`src/rtl/pipe_hazard_ctrl_pkg.sv`:
```
// Shared CPU package: opcode/funct constants, register-0 id,
// and the hazard controller FSM encoding and load-use helper.
package pipe_hazard_ctrl_pkg;

  localparam logic [5:0] OP_RTYPE = 6'h00;
  localparam logic [5:0] OP_BEQ   = 6'h04;
  localparam logic [5:0] OP_BNE   = 6'h05;
  localparam logic [5:0] OP_LW    = 6'h23;
  localparam logic [5:0] OP_SW    = 6'h2b;

  localparam logic [5:0] FN_MULT  = 6'h18;
  localparam logic [5:0] FN_MULTU = 6'h19;
  localparam logic [5:0] FN_DIV   = 6'h1a;
  localparam logic [5:0] FN_DIVU  = 6'h1b;

  localparam logic [4:0] REG_ZERO = 5'd0;

  typedef enum logic [1:0] {
    ST_RUN     = 2'd0,
    ST_MD_WAIT = 2'd1,
    ST_MD_DONE = 2'd2
  } hz_state_e;

  // Load in EX writes a register that ID reads; r0 never counts.
  function automatic logic load_use(
    input logic       ex_memread,
    input logic [4:0] ex_rt,
    input logic [4:0] id_rs,
    input logic [4:0] id_rt,
    input logic       id_uses_rt
  );
    return ex_memread && (ex_rt != REG_ZERO) &&
           ((ex_rt == id_rs) ||
            (id_uses_rt && (ex_rt == id_rt)));
  endfunction

endpackage

```
`src/rtl/pipe_perf_cnt.sv`:
```
// Saturating performance counter: increments on en_i, sticks at
// all-ones. Ports: clk_i, rst_i (async, low), en_i, cnt_o.
module pipe_perf_cnt #(
  parameter int CNT_W = 16
) (
  input  logic             clk_i,
  input  logic             rst_i,
  input  logic             en_i,
  output logic [CNT_W-1:0] cnt_o
);

  logic [CNT_W-1:0] cnt_q;
  logic [CNT_W-1:0] cnt_d;

  always_comb begin
    cnt_d = cnt_q;
    if (en_i && (cnt_q != {CNT_W{1'b1}}))
      cnt_d = cnt_q + 1'b1;
  end

  always_ff @(posedge clk_i or negedge rst_i) begin
    if (!rst_i) cnt_q <= '0;
    else        cnt_q <= cnt_d;
  end

  assign cnt_o = cnt_q;

endmodule

```
`src/rtl/pipe_hazard_ctrl.sv`:
```
// Pipeline hazard controller: load-use stall, branch flush and
// multicycle mult/div stall. Inputs: ID/EX hazard fields; outputs:
// PC/IF-ID/ID-EX controls, md start/wb, stall and flush counters.
module pipe_hazard_ctrl
  import pipe_hazard_ctrl_pkg::*;
#(
  parameter int MD_CYCLES = 8,
  parameter int CNT_W     = 16
) (
  input  logic             clk_i,
  input  logic             rst_i,
  input  logic [4:0]       id_rs_i,
  input  logic [4:0]       id_rt_i,
  input  logic             id_uses_rt_i,
  input  logic             id_md_i,
  input  logic             ex_memread_i,
  input  logic [4:0]       ex_rt_i,
  input  logic             ex_branch_taken_i,
  output logic             pc_write_o,
  output logic             ifid_write_o,
  output logic             ifid_flush_o,
  output logic             idex_bubble_o,
  output logic             md_start_o,
  output logic             md_wb_o,
  output logic [CNT_W-1:0] stall_cnt_o,
  output logic [CNT_W-1:0] flush_cnt_o
);

  localparam logic [7:0] MD_LOAD = 8'(MD_CYCLES - 1);

  hz_state_e  state_q, state_d;
  logic [7:0] md_cnt_q, md_cnt_d;

  logic lu;
  logic run_br, run_lu, run_md;
  logic stall_en, flush_en;

  assign lu = load_use(ex_memread_i, ex_rt_i, id_rs_i,
                       id_rt_i, id_uses_rt_i);

  // Priority in RUN: branch > load-use > mult/div.
  assign run_br = (state_q == ST_RUN) && ex_branch_taken_i;
  assign run_lu = (state_q == ST_RUN) && !ex_branch_taken_i
                  && lu;
  assign run_md = (state_q == ST_RUN) && !ex_branch_taken_i
                  && !lu && id_md_i;

  always_comb begin
    state_d  = state_q;
    md_cnt_d = md_cnt_q;
    unique case (state_q)
      ST_RUN: begin
        if (run_md) begin
          state_d  = ST_MD_WAIT;
          md_cnt_d = MD_LOAD;
        end
      end
      ST_MD_WAIT: begin
        md_cnt_d = md_cnt_q - 8'd1;
        if (md_cnt_q == 8'd1) state_d = ST_MD_DONE;
      end
      ST_MD_DONE: state_d = ST_RUN;
      default:    state_d = ST_RUN;
    endcase
  end

  always_ff @(posedge clk_i or negedge rst_i) begin
    if (!rst_i) begin
      state_q  <= ST_RUN;
      md_cnt_q <= '0;
    end else begin
      state_q  <= state_d;
      md_cnt_q <= md_cnt_d;
    end
  end

  always_comb begin
    pc_write_o    = 1'b1;
    ifid_write_o  = 1'b1;
    ifid_flush_o  = 1'b0;
    idex_bubble_o = 1'b0;
    md_start_o    = 1'b0;
    md_wb_o       = 1'b0;
    unique case (state_q)
      ST_RUN: begin
        if (run_br) begin
          ifid_flush_o  = 1'b1;
          idex_bubble_o = 1'b1;
        end else if (run_lu) begin
          pc_write_o    = 1'b0;
          ifid_write_o  = 1'b0;
          idex_bubble_o = 1'b1;
        end else if (run_md) begin
          pc_write_o    = 1'b0;
          ifid_write_o  = 1'b0;
          idex_bubble_o = 1'b1;
          md_start_o    = 1'b1;
        end
      end
      ST_MD_WAIT: begin
        pc_write_o    = 1'b0;
        ifid_write_o  = 1'b0;
        idex_bubble_o = 1'b1;
      end
      ST_MD_DONE: md_wb_o = 1'b1;
      default: ;
    endcase
    // Hold the pipe empty and frozen while reset is asserted.
    if (!rst_i) begin
      pc_write_o    = 1'b0;
      ifid_write_o  = 1'b0;
      ifid_flush_o  = 1'b1;
      idex_bubble_o = 1'b1;
      md_start_o    = 1'b0;
      md_wb_o       = 1'b0;
    end
  end

  assign stall_en = run_lu || run_md || (state_q == ST_MD_WAIT);
  assign flush_en = run_br;

  pipe_perf_cnt #(.CNT_W(CNT_W)) u_stall_cnt (
    .clk_i (clk_i),
    .rst_i (rst_i),
    .en_i  (stall_en),
    .cnt_o (stall_cnt_o)
  );

  pipe_perf_cnt #(.CNT_W(CNT_W)) u_flush_cnt (
    .clk_i (clk_i),
    .rst_i (rst_i),
    .en_i  (flush_en),
    .cnt_o (flush_cnt_o)
  );

endmodule

```
`config.mk`:
```
export PLATFORM = sky130hd
export DESIGN_NAME = pipe_hazard_ctrl
export DESIGN_NICKNAME = d
export VERILOG_FILES = /design/src/rtl/pipe_hazard_ctrl_pkg.sv /design/src/rtl/pipe_perf_cnt.sv /design/src/rtl/pipe_hazard_ctrl.sv
export SDC_FILE = /design/constraint.sdc
export NUM_CORES = 1
export LEC_CHECK = 0
export CELL_PAD_IN_SITES_DETAIL_PLACEMENT = 1
export CELL_PAD_IN_SITES_GLOBAL_PLACEMENT = 2
export CORE_ASPECT_RATIO = 1.4
export CORE_MARGIN = 3
export CORE_UTILIZATION = 27
export DETAILED_ROUTE_END_ITERATION = 10
export PLACE_DENSITY = 0.85
export SLEW_MARGIN = 25
export SYNTH_ARGS = -nofsm -noshare
export SYNTH_HDL_FRONTEND = slang
export SYNTH_SLANG_ARGS = --single-unit
```
`constraint.sdc`:
```
create_clock -name clk_i -period 2 [get_ports clk_i]
set_input_delay 0.4 -clock clk_i [delete_from_list [all_inputs] [get_ports clk_i]]
set_output_delay 0.4 -clock clk_i [all_outputs]
set_load 0.03 [all_outputs]
```
# Yosys cells after proc, flatten, opt, wreduce, memory -nomap -nowiden
# Cells that the tools add are included.
# Widths: inputs -> output; s select.
# totals
in_bits,21
word_cells,60
ff_bits,42
# op_classes
n_mux,24
add_sub_neg,3
n_eq_ne,9
reduce_logical,20
# ops
operator,n
$add 16x1->16 const B,2
$ne 16x16->1 const B,2
$mux 1,17
$pmux 8 s2,1
$eq 5x5->1,2
$logic_and 1x1->1,10
$eq 8x1->1 const B,1
$mux 8,1
$sub 8x1->8 const B,1
$reduce_bool 5->1,1
$mux 2,2
$ne 2x2->1 const B,2
$pmux 1 s2,2
$pmux 2 s2,1
$reduce_and 2->1,2
$logic_or 1x1->1,3
$eq 2x1->1 const B,1
$eq 2x2->1 const B,1
$logic_not 1->1,2
$logic_not 2->1,1
$reduce_bool 2->1,1

# Depth between registers and ports, before layout
# Gate-level depths: netlist of run 1.
# logic_depth
ltp_word,12
ltp_mapped,8

# By module
# From an unflattened synthesis of run 1, not the netlist that was laid out.
# unflattened
hier_cells,224
area_unflattened_um2,2473.6
# by_module_without_submodules
module,area_each_um2,cells_per_inst,n_inst
pipe_perf_cnt,859.6,72,2
pipe_hazard_ctrl,754.5,80,1

# Worst setup path after synthesis of run 1
# No wires, ideal clock.
# synth_timing
kind,input port to output port
from,input port ex_rt_i[1]
to,output port pc_write_o
required_time_ns,1.600
path_stages,7
arrival_ns,2.063
path_slack_ns,-0.463
cell_sequence,or4_1 > o21ai_1 > a21oi_2 > a21oi_4 > buf_6 > and2_1 > buf_4
# synth_between
elab_chain_cells,12
# synth_lines
element,line_no,rtl
"start, declared",pipe_hazard_ctrl.sv:17,"input logic [4:0] ex_rt_i,"
$eq 5x5->1,pipe_hazard_ctrl_pkg.sv:34,(id_uses_rt && (ex_rt == id_rt)));
$logic_and 1x1->1,pipe_hazard_ctrl_pkg.sv:34,
$logic_or 1x1->1,pipe_hazard_ctrl_pkg.sv:33,((ex_rt == id_rs) ||
$logic_and 1x1->1 *,pipe_hazard_ctrl_pkg.sv:32,return ex_memread && (ex_rt != REG_ZERO) &&
$logic_not 1->1,pipe_hazard_ctrl.sv:46,&& !lu && id_md_i;
$logic_and 1x1->1 (2 in series),pipe_hazard_ctrl.sv:46,
$mux 1,--,
$mux 1 * (2 in series),--,
$pmux 1 s2 *,--,
$mux 1 *,--,
"end, declared",pipe_hazard_ctrl.sv:19,"output logic pc_write_o,"
# Mark *: on every way between the ends. The rest lies on a longest branch, timed or not.

# Worst setup path after layout of run 1
# layout_timing
from,input port ex_rt_i[4]
to,output port pc_write_o
# layout_between
elab_chain_cells,12
# layout_lines
element,line_no,rtl
$eq 5x5->1,pipe_hazard_ctrl_pkg.sv:34,
$logic_and 1x1->1,pipe_hazard_ctrl_pkg.sv:34,
$logic_or 1x1->1,pipe_hazard_ctrl_pkg.sv:33,
$logic_and 1x1->1 *,pipe_hazard_ctrl_pkg.sv:32,
$logic_not 1->1,pipe_hazard_ctrl.sv:46,
$logic_and 1x1->1 (2 in series),pipe_hazard_ctrl.sv:46,
$mux 1,pipe_hazard_ctrl.sv:93,end else if (run_md) begin
$mux 1 *,pipe_hazard_ctrl.sv:89,end else if (run_lu) begin
$mux 1 *,pipe_hazard_ctrl.sv:86,if (run_br) begin
$pmux 1 s2 *,pipe_hazard_ctrl.sv:84,unique case (state_q)
$mux 1 *,pipe_hazard_ctrl.sv:109,if (!rst_i) begin
# Marked as above.

==> results of run 1 <==
==> cells by family (layout without fill, tap and decap cells) <==
family	Yosys count	after routing	share of synthesized area
xor gates and xnor gates	39	39	0.155
adders and majority gates	4	4	0.0227
and+or+nand+nor	93	93	0.236
muxes	4	4	0.0205
buffers and inverters	6	103	0.0153
AOI/OAI and AO/OA	20	20	0.0733
DFF	42	42	0.477
==> placed cells by master, fill, tap and decap left out, drive strengths merged, types with 3 or more instances in the layout <==
cell type | synthesis | routed
a21oi | 3 | 3
and3 | 5 | 5
and4 | 3 | 3
buf | 2 | 42
clkbuf | 0 | 10
clkdlybuf4s50 | 0 | 38
dfrtp | 42 | 42
dlygate4sd2 | 0 | 3
ha | 4 | 4
inv | 4 | 4
mux2 | 4 | 4
nand2 | 20 | 20
nand2b | 3 | 3
nand3 | 17 | 17
nand4 | 4 | 4
nor2 | 11 | 11
nor3 | 13 | 13
nor4 | 6 | 6
o21ai | 6 | 6
or4 | 3 | 3
xnor2 | 17 | 17
xor2 | 22 | 22
==> repair_timing <==
action,CTS,global route
setup endpoints to repair,27,29
resized for setup,65,23
endpoints found under the hold margin,5,0
pin swaps,34,17
hold buffers,1,0
setup buffers,3,5
cloned,0,1
==> sequential cells by signal, indices dropped and copies added (netlist names) <==
signal	cells
u_stall_cnt.cnt_o	16
u_flush_cnt.cnt_o	16
state_q	2
md_cnt_q	8
==> worst reg2reg max path, stage by stage, from the launching register on <==
cell and delay, ps:
dfrtp_2 410, ha_1 180, nand3_1 160, nor2_2 210
buf_4 180, nand3_1 180, nor3_4 260, mux2_4 330
==> routing by layer <==
metal / GRT usage / share of wire
met1: 0.167 / 0.39
met4: 0.0388 / 0.012
met3: 0.0326 / 0.052
met2: 0.254 / 0.55
met5: 0 / 0
==> how the worst max path moves through the flow <==
stage,from,endpoint,slack (ps),depth (start not counted)
finish,ex_rt_i[4],pc_write_o,-220,8
global route,ex_rt_i[4],ifid_write_o,-260,8
CTS,ex_rt_i[4],pc_write_o,-270,8
detailed placement,ex_rt_i[4],u_stall_cnt.cnt_o[12],-720,10
global placement,ex_rt_i[2],u_stall_cnt.cnt_o[14],-620,9
floorplan,ex_rt_i[1],pc_write_o,-290,7
==> cell type report <==
type	count	area share
sequential	42	0.303
timing repair buffer	91	0.243
clock buffer	6	0.0236
clock inverter	2	0.00358
multi-input combinational	160	0.386
tap	100	0.0358
inverter	4	0.00430
==> stage by stage <==
stage	std cells	TNS [ps]	cell area, um^2	hold WS (ps)	total power, uW
after floorplan	208	-515	2220	104	2090
after global placement	388	-14320	3080	281	2640
after detailed placement	388	-16300	3080	280	2690
after CTS	400	-1420	3430	146	3520
after global routing	405	-2850	3490	147	3830
final	405	-1210	3490	141	3590
==> power breakdown <==
| group | internal, uW | switching, uW |
|---|---|---|
| Clock | 278 | 319 |
| Sequential | 1070 | 250 |
| Combinational | 745 | 931 |
==> cells in the mapped netlist, types with 2 or more instances <==
library cell   n  share of area
inv_1          4         0.0068
nor3_2         5          0.023
nand2_1       20          0.034
and2_1         2         0.0057
o211ai_1       2         0.0068
and4_1         3          0.012
xor2_1        22          0.087
nor2b_1        2         0.0057
o41ai_1        2         0.0080
nand4_1        4          0.011
nand2b_1       3         0.0085
nand3_1       17          0.039
nor4_1         6          0.017
o311ai_0       2         0.0080
or4_1          3          0.010
and3_1         5          0.014
xnor2_1       17          0.068
nor2_1        10          0.017
mux2_2         3          0.015
ha_1           4          0.023
o21ai_0        5          0.011
dfrtp_1       42           0.48
nor3_1         8          0.018
==> qor.csv, run 1 <==
stage;metric;value;unit
yosys;synth_seq_cells;42;
clock_network;path_clk_slew;90;ps
placed_design;post-dp-hpwl;4420;um
critical_path;r2r_end;u_stall_cnt.cnt_o[12];
routing;drtPass1Iterations;4;
floorplanning;die_w;82.3;um
final_layout;antenna_cells;0;
flow_run;cap_viol_max_count;0;
yosys;synth-edff-count;0;
placed_design;port_buffers;58;
final_layout;layout.nets;329;
final_layout;multi_input_area;1350;um^2
sta;period_share;1.11;
critical_path;path_buf_inv;3;
critical_path;path_cells;buf_8 > buf_6 > or4_4 > o21ai_4 > a21oi_4 > a21oi_4 > and2_4 > buf_6;
critical_path;startpoint_type;input port;
global_routing;grt_pass1_wl;10500;um
critical_path;required;1600;ps
routing;wl_per_cell;15.8;um
clock_network;insertion_delay;300;ps
clock_network;cts_sinks;42;
critical_path;critPathKind;in2out;
yosys;netlist_instances;208;
critical_path;critPathCaptureType;output port;
yosys;ys_async_sr_fraction;1.00;
global_routing;antenna_found_initial;0;
run_status;status;finished with violations;
routing;totalWireLength;6390;um
final_layout;synthToLayoutAreaGrowth;58.6;%
sta;hold_viol;0;
critical_path;crit_family;simple AND/OR/NAND/NOR gates;
clock_network;htree_levels;2;
floorplanning;rows;38;
hold_path;hp-class;in2async;
routing;via_per_inst;4.91;
floorplanning;dieArea;9290;um^2
global_routing;grt_use_total;0.143;
sta;clock_skew;13.3;ps
critical_path;reg2reg_from;u_stall_cnt.cnt_o[0];
global_routing;grt.overflow.total;0;
yosys;synthDistinctLibCells;40;
routing;num_vias;1988;
sta;max_freq;451;MHz
critical_path;slowest_stage;or4_4;
pwr;powerDensity;1030;nW/um^2
sta;fin_crit;2220;ps
sta;worst_pin_slew;957;ps
critical_path;slowest_delay;490;ps
final_layout;fill_cells;886;
placed_design;dp_slack;-717;ps
yosys;seq_area_frac_synth;0.477;
sta;rsz0062_at_grt;true;
pwr;p_leak;0.00140;uW
yosys;synth-main-ff-cell;dfrtp_1;
critical_path;r2r_cells;7;
critical_path;rrSetupSlack;-10;ps
global_routing;grt_pass1_vias;2190;
floorplanning;coreArea;7850;um^2
critical_path;crit_arrival;1820;ps
sta;relSlewSlack;0.361;
sta;setup_viol;14;
yosys;synthesis.area;2200;um^2
floorplanning;die_h;113;um
pwr;vdd_ir_drop_max;0.520;mV
floorplanning;ios;59;
critical_path;cp_max_fo;4;
clock_network;cts_buffers;5;
clock_network;cts_buffer_depth;2;
routing;final_antenna_net_count;0;
placed_design;gp_congestion;0.738;
global_routing;grt_max_degree;32;
floorplanning;initial_core_util;0.281;
routing;drtIter0Drc;47;
clock_network;cts_tree;built;
sta;layout_setup_ws;-218;ps
routing;drc;0;
final_layout;final_util;0.445;
sta;slew_violations;0;
final_layout;final-seq-area;1060;um^2
yosys;synth_fp_nets;233;
yosys;ys_warn_count;0;
clock_network;clock_tree.root_cell;clkbuf_8;
final_layout;drive_above_1_share;0.318;
run_status;violations;setup timing;
yosys;avgSynthCellArea;10.6;um^2
Power figures use the tool's default switching activity.
==> run 2: changes to the inputs <==
--- a/config.mk
+++ b/config.mk
@@ -10,6 +10,7 @@
 export CORE_ASPECT_RATIO = 1.4
 export CORE_MARGIN = 3
 export CORE_UTILIZATION = 27
+export CTS_CLUSTER_DIAMETER = 100
 export DETAILED_ROUTE_END_ITERATION = 10
 export PLACE_DENSITY = 0.85
 export SLEW_MARGIN = 25
==> results of run 2 <==
Same layout as run 1: the final DEF is identical, and so are final timing and power.
